### config.mk
export PLATFORM = sky130hd
export DESIGN_NAME = sync_fifo_flat
export DESIGN_NICKNAME = d
export VERILOG_FILES = /design/src/rtl/sync_fifo_if.sv /design/src/rtl/sync_fifo.sv /design/src/flat_wrapper.sv
export SDC_FILE = /design/constraint.sdc
export NUM_CORES = 1
export LEC_CHECK = 0
export ABC_AREA = 0
export BUFFER_PORTS_ARGS = -buffer_cell sky130_fd_sc_hd__buf_4
export CORE_MARGIN = 2
export CORE_UTILIZATION = 60
export DETAILED_ROUTE_END_ITERATION = 16
export PLACE_DENSITY = 0.8
export SLEW_MARGIN = 15
export SYNTH_ARGS = -nofsm -noshare
export SYNTH_HDL_FRONTEND = slang
export SYNTH_SLANG_ARGS = --single-unit
### constraint.sdc
create_clock -name clk -period 7.31 [get_ports clk]
set_input_delay 1.462 -clock clk [delete_from_list [all_inputs] [get_ports clk]]
set_output_delay 1.462 -clock clk [all_outputs]
set_load 0.005 [all_outputs]
### src/rtl/sync_fifo_if.sv
// Push/pop handshake bundle between a producer/consumer and the sync_fifo storage.
interface sync_fifo_if #(
  parameter int unsigned WIDTH = 8,
  parameter int unsigned DEPTH = 8
);
  logic                     push;
  logic [WIDTH-1:0]         wdata;
  logic                     pop;
  logic [WIDTH-1:0]         rdata;
  logic                     full;
  logic                     almost_full;
  logic                     empty;
  logic [$clog2(DEPTH):0]   count;
  logic                     overflow;
  logic                     underflow;

  modport master (
    output push, wdata, pop,
    input  rdata, full, almost_full, empty, count, overflow, underflow
  );

  modport slave (
    input  push, wdata, pop,
    output rdata, full, almost_full, empty, count, overflow, underflow
  );
endinterface

### src/rtl/sync_fifo.sv
// Single-clock FIFO with wrap-bit pointers, registered read data and sticky
// overflow/underflow flags for dropped requests.
module sync_fifo #(
  parameter int unsigned WIDTH    = 8,
  parameter int unsigned DEPTH    = 8,
  parameter int unsigned AF_LEVEL = 6
) (
  input  logic         clk,
  input  logic         rst,
  sync_fifo_if.slave   bus
);
  localparam int unsigned AW = $clog2(DEPTH);
  localparam logic [AW:0] PTR_ONE = 1;
  localparam logic [AW:0] AF_LVL  = AF_LEVEL[AW:0];

  logic [WIDTH-1:0] mem_q [DEPTH];
  logic [AW:0]      wptr_q, wptr_d;
  logic [AW:0]      rptr_q, rptr_d;
  logic [WIDTH-1:0] rdata_q, rdata_d;
  logic             overflow_q, overflow_d;
  logic             underflow_q, underflow_d;

  logic             full, empty, almost_full;
  logic             push_ok, pop_ok;
  logic [AW:0]      count;

  // Flags come straight from the registered pointers: the wrap bit
  // distinguishes a full ring from an empty one when the indices match.
  always_comb begin
    empty       = (wptr_q == rptr_q);
    full        = (wptr_q[AW] != rptr_q[AW]) && (wptr_q[AW-1:0] == rptr_q[AW-1:0]);
    count       = wptr_q - rptr_q;
    almost_full = (count >= AF_LVL);
  end

  always_comb begin
    pop_ok      = bus.pop & ~empty;
    push_ok     = bus.push & (~full | pop_ok);
    wptr_d      = push_ok ? wptr_q + PTR_ONE : wptr_q;
    rptr_d      = pop_ok  ? rptr_q + PTR_ONE : rptr_q;
    rdata_d     = pop_ok  ? mem_q[rptr_q[AW-1:0]] : rdata_q;
    overflow_d  = overflow_q  | (bus.push & ~push_ok);
    underflow_d = underflow_q | (bus.pop  & ~pop_ok);
  end

  always_ff @(posedge clk) begin
    if (rst) begin
      wptr_q      <= '0;
      rptr_q      <= '0;
      rdata_q     <= '0;
      overflow_q  <= 1'b0;
      underflow_q <= 1'b0;
    end else begin
      wptr_q      <= wptr_d;
      rptr_q      <= rptr_d;
      rdata_q     <= rdata_d;
      overflow_q  <= overflow_d;
      underflow_q <= underflow_d;
    end
  end

  // Storage is deliberately left out of reset.
  always_ff @(posedge clk) begin
    if (!rst && push_ok) begin
      mem_q[wptr_q[AW-1:0]] <= bus.wdata;
    end
  end

  assign bus.rdata       = rdata_q;
  assign bus.full        = full;
  assign bus.almost_full = almost_full;
  assign bus.empty       = empty;
  assign bus.count       = count;
  assign bus.overflow    = overflow_q;
  assign bus.underflow   = underflow_q;
endmodule

### src/flat_wrapper.sv
// flat-port wrapper written by rule: the top's interface ports become plain ports
module sync_fifo_flat 
#(
  parameter int unsigned WIDTH    = 8,
  parameter int unsigned DEPTH    = 8,
  parameter int unsigned AF_LEVEL = 6
)
  (clk, rst, bus_push, bus_wdata, bus_pop, bus_rdata, bus_full, bus_almost_full, bus_empty, bus_count, bus_overflow, bus_underflow);
  sync_fifo_if #(.WIDTH(WIDTH), .DEPTH(DEPTH)) bus_i ();
  input  logic clk;
  input  logic rst;
  input wire logic [$bits(bus_i.push)-1:0] bus_push;
  input wire logic [$bits(bus_i.wdata)-1:0] bus_wdata;
  input wire logic [$bits(bus_i.pop)-1:0] bus_pop;
  output wire logic [$bits(bus_i.rdata)-1:0] bus_rdata;
  output wire logic [$bits(bus_i.full)-1:0] bus_full;
  output wire logic [$bits(bus_i.almost_full)-1:0] bus_almost_full;
  output wire logic [$bits(bus_i.empty)-1:0] bus_empty;
  output wire logic [$bits(bus_i.count)-1:0] bus_count;
  output wire logic [$bits(bus_i.overflow)-1:0] bus_overflow;
  output wire logic [$bits(bus_i.underflow)-1:0] bus_underflow;
  assign bus_i.push = bus_push;
  assign bus_i.wdata = bus_wdata;
  assign bus_i.pop = bus_pop;
  assign bus_rdata = bus_i.rdata;
  assign bus_full = bus_i.full;
  assign bus_almost_full = bus_i.almost_full;
  assign bus_empty = bus_i.empty;
  assign bus_count = bus_i.count;
  assign bus_overflow = bus_i.overflow;
  assign bus_underflow = bus_i.underflow;
  sync_fifo #(.WIDTH(WIDTH), .DEPTH(DEPTH), .AF_LEVEL(AF_LEVEL)) u_core (.clk(clk), .rst(rst), .bus(bus_i));
endmodule
[Word-level counts from Yosys, hierarchy flattened]
Memory sizes are Yosys's and may differ from the RTL's. A register that Yosys moved wholly into a read port is not among the register bits.
Cells that the tools add are included.
Word-level totals
  register bits: 10
  RAM bits: 64
  input bits: 12
  output and inout port bits: 17
  memories kept: 1
Operators by class
  add/sub/neg operators: 3
  $lt $le $gt $ge: 1
  eq/ne operators: 3
  multiplexer cells: 2
  bitwise logic cells: 11
  reduce and logical (&&, ||, !) cells: 3
Memory list
  u_core.mem_q: words 8, bits a word 8, read ports 1, clocked after memory_dff 1, write ports 1, RTL line sync_fifo.sv:16  | logic [WIDTH-1:0] mem_q [DEPTH];
Operators by type and width (number)
  4-bit by 1-bit adder with 4-bit output (second input constant): 2
  1-bit AND: 4
  4-bit equality test: 1
  4-bit by 3-bit >= comparator with 1-bit output (second input constant): 1
  1-bit NOT: 4
  4-bit subtractor: 1
  3-bit equality test: 1
  1-bit OR: 3
  1-bit logical AND: 2
  1-bit 2-to-1 mux: 2
  1-bit zero test: 1
  1-bit inequality test: 1

[Longest topological paths before layout]
  word-level depth: 8
  mapped depth: 10
  mapped depth without buffers: 6

[Worst setup path before layout]
No wires, ideal clock.
  kind: flip-flop to output port
  from: register u_core.rptr_q[1]
  to: output bus_almost_full
  data arrival time: 1781 ps
  data required time: 5848 ps
  setup slack: 4067 ps
  cell stages (with the launch flop): 10
  buffers on the path: 3
  cell sequence: dfxtp_1 buf_6 buf_6 buf_6 inv_1 ha_1 nor2b_1 o21ai_0 a21oi_1 o21ai_0
On the way
  longest elaborated chain between the ends: 2
RTL lines
  from (decl): RTL line sync_fifo.sv:18  | logic [AW:0] rptr_q, rptr_d;
  from (signal assigned): RTL line sync_fifo.sv:55  | rptr_q <= rptr_d;
  4-bit subtractor: RTL line sync_fifo.sv:32  | count = wptr_q - rptr_q;
  4-bit by 3-bit >= comparator with 1-bit output: RTL line sync_fifo.sv:33  | almost_full = (count >= AF_LVL);
  to (decl): RTL line flat_wrapper.sv:17  | output wire logic [$bits(bus_i.almost_full)-1:0] bus_almost_full;
No other way between the ends.

[Final worst setup path]
  from: register u_core.rptr_q[2]
  to: output bus_almost_full
The elaborated chain is that of the path after synthesis.

==> report_table.html <==
<table>
<tr><th>Metric</th><th>Value</th></tr>
<tr><th colspan="2">Synthesis</th></tr>
<tr><td>Count of yosys warnings during synthesis</td><td>0</td></tr>
<tr><td>Arithmetic-cell share of the synthesized area counting full adders, half adders and majority gates</td><td>0.0248</td></tr>
<tr><td>Synthesis-stage register bit count</td><td>82</td></tr>
<tr><td>Net count after synthesis</td><td>236</td></tr>
<tr><td>Dominant combinational cell family by area after synthesis</td><td>multiplexers</td></tr>
<tr><td>Instance count of the mapped netlist</td><td>218</td></tr>
<tr><td>Register area share after synthesis</td><td>0.687</td></tr>
<tr><td>Cell area after synthesis</td><td>3320 um^2</td></tr>
<tr><td>XOR/XNOR Fraction of Synth Area</td><td>0.0184</td></tr>
<tr><td>Simple-gate share of the synthesized area</td><td>0.0712</td></tr>
<tr><td>Post-synthesis mux area share</td><td>0.112</td></tr>
<tr><td>Area fraction in compound gates after synthesis</td><td>0.0553</td></tr>
<tr><td>Average size of a mapped cell</td><td>roughly 15 um^2</td></tr>
<tr><td>Cell variety after synth</td><td>32</td></tr>
<tr><th colspan="2">Route</th></tr>
<tr><td>Routed len/inst</td><td>17.9 um</td></tr>
<tr><td>Overall routed net length</td><td>5.96 mm</td></tr>
<tr><td>Number of vias in the routed layout</td><td>1881</td></tr>
<tr><td>Post-route ant nets</td><td>0</td></tr>
<tr><td>Post-route DRC violation count</td><td>0</td></tr>
<tr><td>Vias per cell</td><td>5.67</td></tr>
<tr><td>Detailed-router iteration count before antenna repair</td><td>4</td></tr>
<tr><td>Detailed Route Iter0 Violations</td><td>159</td></tr>
<tr><th colspan="2">Timing</th></tr>
<tr><td>Measured slew at the worst slew-check pin</td><td>roughly 1.0 ns</td></tr>
<tr><td>Final min period</td><td>3.64 ns</td></tr>
<tr><td>Final total negative setup slack</td><td>0 ns</td></tr>
<tr><td>Number of failing hold endpoints at the final stage</td><td>0</td></tr>
<tr><td>Final worst path period share</td><td>0.498</td></tr>
<tr><td>Max-slew violation total from the final report</td><td>0</td></tr>
<tr><td>Relative max-transition margin</td><td>0.332</td></tr>
<tr><td>Final setup margin</td><td>3.67 ns</td></tr>
<tr><td>RSZ-0062 raised after global routing</td><td>false</td></tr>
<tr><td>Largest clock skew in the final design</td><td>0.00646 ns</td></tr>
<tr><td>Number of endpoints failing setup at the final stage</td><td>0</td></tr>
<tr><td>Highest clock rate</td><td>275 MHz</td></tr>
<tr><th colspan="2">Placement</th></tr>
<tr><td>Number of input and output port buffers inserted</td><td>28</td></tr>
<tr><td>Final weighted congestion of routability-driven global placement</td><td>between 0.7 and 0.8</td></tr>
<tr><td>Setup slack after placement</td><td>3.98 ns</td></tr>
<tr><td>HPWL after DPL</td><td>3.85 mm</td></tr>
<tr><th colspan="2">Clock network</th></tr>
<tr><td>Hold Buf Count CTS</td><td>0</td></tr>
<tr><td>CTS H-tree depth</td><td>3</td></tr>
<tr><td>Clock Tree Root</td><td>sky130_fd_sc_hd__clkbuf_8</td></tr>
<tr><td>Latest clock arrival within the worst-skew pair</td><td>0.34 ns</td></tr>
<tr><td>Clk buf depth</td><td>2</td></tr>
<tr><td>Clock slew seen by the registers of the worst setup and hold paths</td><td>about 0.08 ns</td></tr>
<tr><td>CTS sink cnt</td><td>82</td></tr>
<tr><td>Post-CTS sizing</td><td>0</td></tr>
<tr><td>Clock tree from TritonCTS</td><td>done</td></tr>
<tr><td>Buffers inserted during post-CTS setup optimization</td><td>0</td></tr>
<tr><td>Number of buffers added by the clock tree synthesis step</td><td>9</td></tr>
<tr><th colspan="2">Setup path</th></tr>
<tr><td>Largest fanout on the critical path</td><td>13</td></tr>
<tr><td>Biggest cell delay along the critical path</td><td>0.72 ns</td></tr>
<tr><td>Worst path arrival time</td><td>2.18 ns</td></tr>
<tr><td>R2r startpoint</td><td>u_core.rptr_q[2]</td></tr>
<tr><td>Worst-case reg-to-reg path depth</td><td>6</td></tr>
<tr><td>Worst-path cell chain</td><td>inv_1 &gt; ha_1 &gt; o21ai_0 &gt; and3_1 &gt; o21ai_0 &gt; buf_4</td></tr>
<tr><td>Startpoint type of the worst setup path</td><td>flip-flop</td></tr>
<tr><td>Stages on the worst setup path</td><td>6</td></tr>
<tr><td>Worst path most repeated cell</td><td>sky130_fd_sc_hd__o21ai_0</td></tr>
<tr><td>Crit path required time</td><td>5.85 ns</td></tr>
<tr><td>Launching element of the worst setup path</td><td>u_core.rptr_q[2]</td></tr>
<tr><td>FF-to-FF End</td><td>u_core.mem_q[5][1]</td></tr>
<tr><td>Buffer and inverter count on the worst path</td><td>2</td></tr>
<tr><td>Worst reg-to-reg setup slack</td><td>4.11 ns</td></tr>
<tr><td>Cell with the largest stage delay on the worst path</td><td>sky130_fd_sc_hd__dfxtp_1</td></tr>
<tr><td>Setup Crit Path Kind</td><td>reg2out</td></tr>
<tr><td>Sort of element at the end of the critical path</td><td>output port</td></tr>
<tr><td>Capture point of the worst path</td><td>bus_almost_full</td></tr>
<tr><td>Cell family contributing the most delay on the critical path</td><td>flip-flops</td></tr>
<tr><th colspan="2">Floorplanning</th></tr>
<tr><td>Effective utilization at floorplan</td><td>0.611</td></tr>
<tr><td>Area of the core</td><td>approximately 5400 um^2</td></tr>
<tr><td>Placement row count</td><td>27</td></tr>
<tr><td>Overall die area</td><td>6150 um^2</td></tr>
<tr><td>Floorplan die height</td><td>78.4 um</td></tr>
<tr><td>Die span in x</td><td>78.4 um</td></tr>
<tr><td>Boundary pin count</td><td>29</td></tr>
<tr><th colspan="2">Cells and area</th></tr>
<tr><td># nets final</td><td>273</td></tr>
<tr><td>Synth-to-layout area growth</td><td>14.8%</td></tr>
<tr><td>Layout cells sized above 1</td><td>0.250</td></tr>
<tr><td>Antenna diode count</td><td>0</td></tr>
<tr><th colspan="2">Global routing</th></tr>
<tr><td>First-pass GRT wire length</td><td>9.18 mm</td></tr>
<tr><td>Via count of the first global-routing pass</td><td>1834</td></tr>
<tr><td>Initial antenna violation count</td><td>0</td></tr>
<tr><td>Largest net degree at the start of global routing</td><td>28</td></tr>
<tr><td>Global route overflow</td><td>0</td></tr>
<tr><td>Overall Global Routing Usage</td><td>0.211</td></tr>
<tr><th colspan="2">Pwr</th></tr>
<tr><td>Leak</td><td>1.30 nW</td></tr>
<tr><td>Power density over cell area</td><td>about 270 nW/um^2</td></tr>
<tr><td>Worst vdd rail ir drop</td><td>0.190 mV</td></tr>
<tr><th colspan="2">Outcome</th></tr>
<tr><td>Result of the run</td><td>complete, no violations</td></tr>
<tr><th colspan="2">Job</th></tr>
<tr><td>Maxcap violations</td><td>0</td></tr>
<tr><th colspan="2">Min path</th></tr>
<tr><td>Path category of the worst min-delay check</td><td>reg2reg</td></tr>
</table>
[through the flow]
stage | std cells | hold slack, ns | util | total power [mW] | area [um^2]
after floorplan | 218 | 0.460 | - | 0.649 | 3320
after global placement | 316 | 0.470 | 0.665 | 0.713 | 3610
after detailed placement | 316 | 0.471 | 0.665 | 0.716 | 3610
after CTS | 332 | 0.492 | 0.700 | 1.03 | 3810
after global routing | 332 | 0.529 | 0.701 | 1.07 | 3810
final | 332 | 0.489 | 0.701 | 1.02 | 3810
[worst min path at each step]
stage	from	to	slack, ns	cells after the start
3_5_place_dp	u_core.bus.underflow	u_core.bus.underflow	0.47	2
5_1_grt	u_core.bus.rdata[4]	u_core.bus.rdata[4]	0.53	2
2_1_floorplan	u_core.bus.overflow	u_core.bus.overflow	0.46	2
4_1_cts	u_core.bus.underflow	u_core.bus.underflow	0.49	2
3_3_place_gp	u_core.bus.underflow	u_core.bus.underflow	0.47	2
6_report	u_core.bus.overflow	u_core.bus.overflow	0.49	2
[layout by cell type, fill, tap and decap left out]
master,count
sky130_fd_sc_hd__clkinv_4,2
sky130_fd_sc_hd__ha_1,5
sky130_fd_sc_hd__fa_1,1
sky130_fd_sc_hd__edfxtp_1,64
sky130_fd_sc_hd__mux4_2,9
sky130_fd_sc_hd__nor3_2,2
sky130_fd_sc_hd__clkbuf_1,1
sky130_fd_sc_hd__clkinvlp_4,2
sky130_fd_sc_hd__nor2_1,19
sky130_fd_sc_hd__clkinv_2,1
sky130_fd_sc_hd__a21oi_1,5
sky130_fd_sc_hd__or2_2,2
sky130_fd_sc_hd__o21ai_1,1
sky130_fd_sc_hd__inv_1,8
sky130_fd_sc_hd__xor2_1,2
sky130_fd_sc_hd__clkbuf_8,9
sky130_fd_sc_hd__xnor2_1,5
sky130_fd_sc_hd__a211oi_1,8
sky130_fd_sc_hd__mux2i_1,17
sky130_fd_sc_hd__o21a_1,1
sky130_fd_sc_hd__bufinv_16,1
sky130_fd_sc_hd__o211ai_1,2
sky130_fd_sc_hd__o21ai_0,3
sky130_fd_sc_hd__buf_4,36
sky130_fd_sc_hd__o22ai_1,7
sky130_fd_sc_hd__nor3_1,12
sky130_fd_sc_hd__o31ai_2,1
sky130_fd_sc_hd__nor2b_1,1
sky130_fd_sc_hd__nand2b_1,2
sky130_fd_sc_hd__nand3_1,2
sky130_fd_sc_hd__and3_1,2
sky130_fd_sc_hd__nand2_1,6
sky130_fd_sc_hd__nor4_1,2
sky130_fd_sc_hd__or3_1,1
sky130_fd_sc_hd__dfxtp_1,18
[metal layers]
layer	global-route usage	part of all wire	up-vias
met4	0.111	0.019	0
li1	-	-	904
met1	0.277	0.42	906
met5	0	0	-
met3	0.0425	0.058	12
met2	0.337	0.50	59
[worst reg2reg max path: cells and delay by family (launching register included)]
kind	cells	cell delay [ns]
simple gates	2	0.60
flops	1	0.72
buf+inv	2	0.41
fa+ha+maj	1	0.36
compound gates	1	0.87
[cell usage after synthesis (all sizes together)]
cell type	number	area (um^2)
edfxtp	64	1920
nor2	19	71.3
dfxtp	18	360
mux2i	17	170
nor3	14	70.1
mux4	9	203
a211oi	8	60.1
buf	8	66.3
inv	8	30.0
o22ai	7	43.8
nand2	6	22.5
a21oi	5	25.0
ha	5	62.6
xnor2	5	43.8
o21ai	4	20.0
and3	2	12.5
clkbuf	2	7.51
nand2b	2	12.5
nand3	2	10.0
nor4	2	12.5
o211ai	2	15.0
or2	2	12.5
xor2	2	17.5
fa	1	20.0
nor2b	1	6.26
o21a	1	7.51
o31ai	1	12.5
or3	1	6.26
[cell type report]
cell class | instances | area, um^2
Clock buffer | 10 | 128
Clock inverter | 6 | 67.6
Fill cell | 365 | 1620
Inverter | 8 | 30.0
Multi-Input combinational cell | 118 | 947
Sequential cell | 82 | 2280
Tap cell | 72 | 90.1
Timing Repair Buffer | 36 | 270
[report_power, final]
| group | total, mW | leakage, nW | internal (mW) | switching [mW] |
|---|---|---|---|---|
| sequential | 0.541 | 0.725 | 0.522 | 0.0188 |
| combinational | 0.163 | 0.480 | 0.0792 | 0.0842 |
| clock | 0.315 | 0.0925 | 0.158 | 0.156 |
| total | 1.02 | 1.30 | 0.759 | 0.259 |
[cells by family (layout without fill, tap and decap cells)]
logic type      after synthesis  in the layout
flops                        82             82
simple gates                 51             51
compound gates               28             28
mux                          26             26
buf+inv                      18             60
xor+xnor                      7              7
fa+ha+maj                     6              6
[sequential cells by signal, summed over array words and instances (netlist names)]
name                  flops
u_core.bus.overflow       1
u_core.rptr_q             4
u_core.bus.underflow      1
u_core.wptr_q             4
u_core.bus.rdata          8
u_core.mem_q             64
Power figures use the tool's default switching activity.
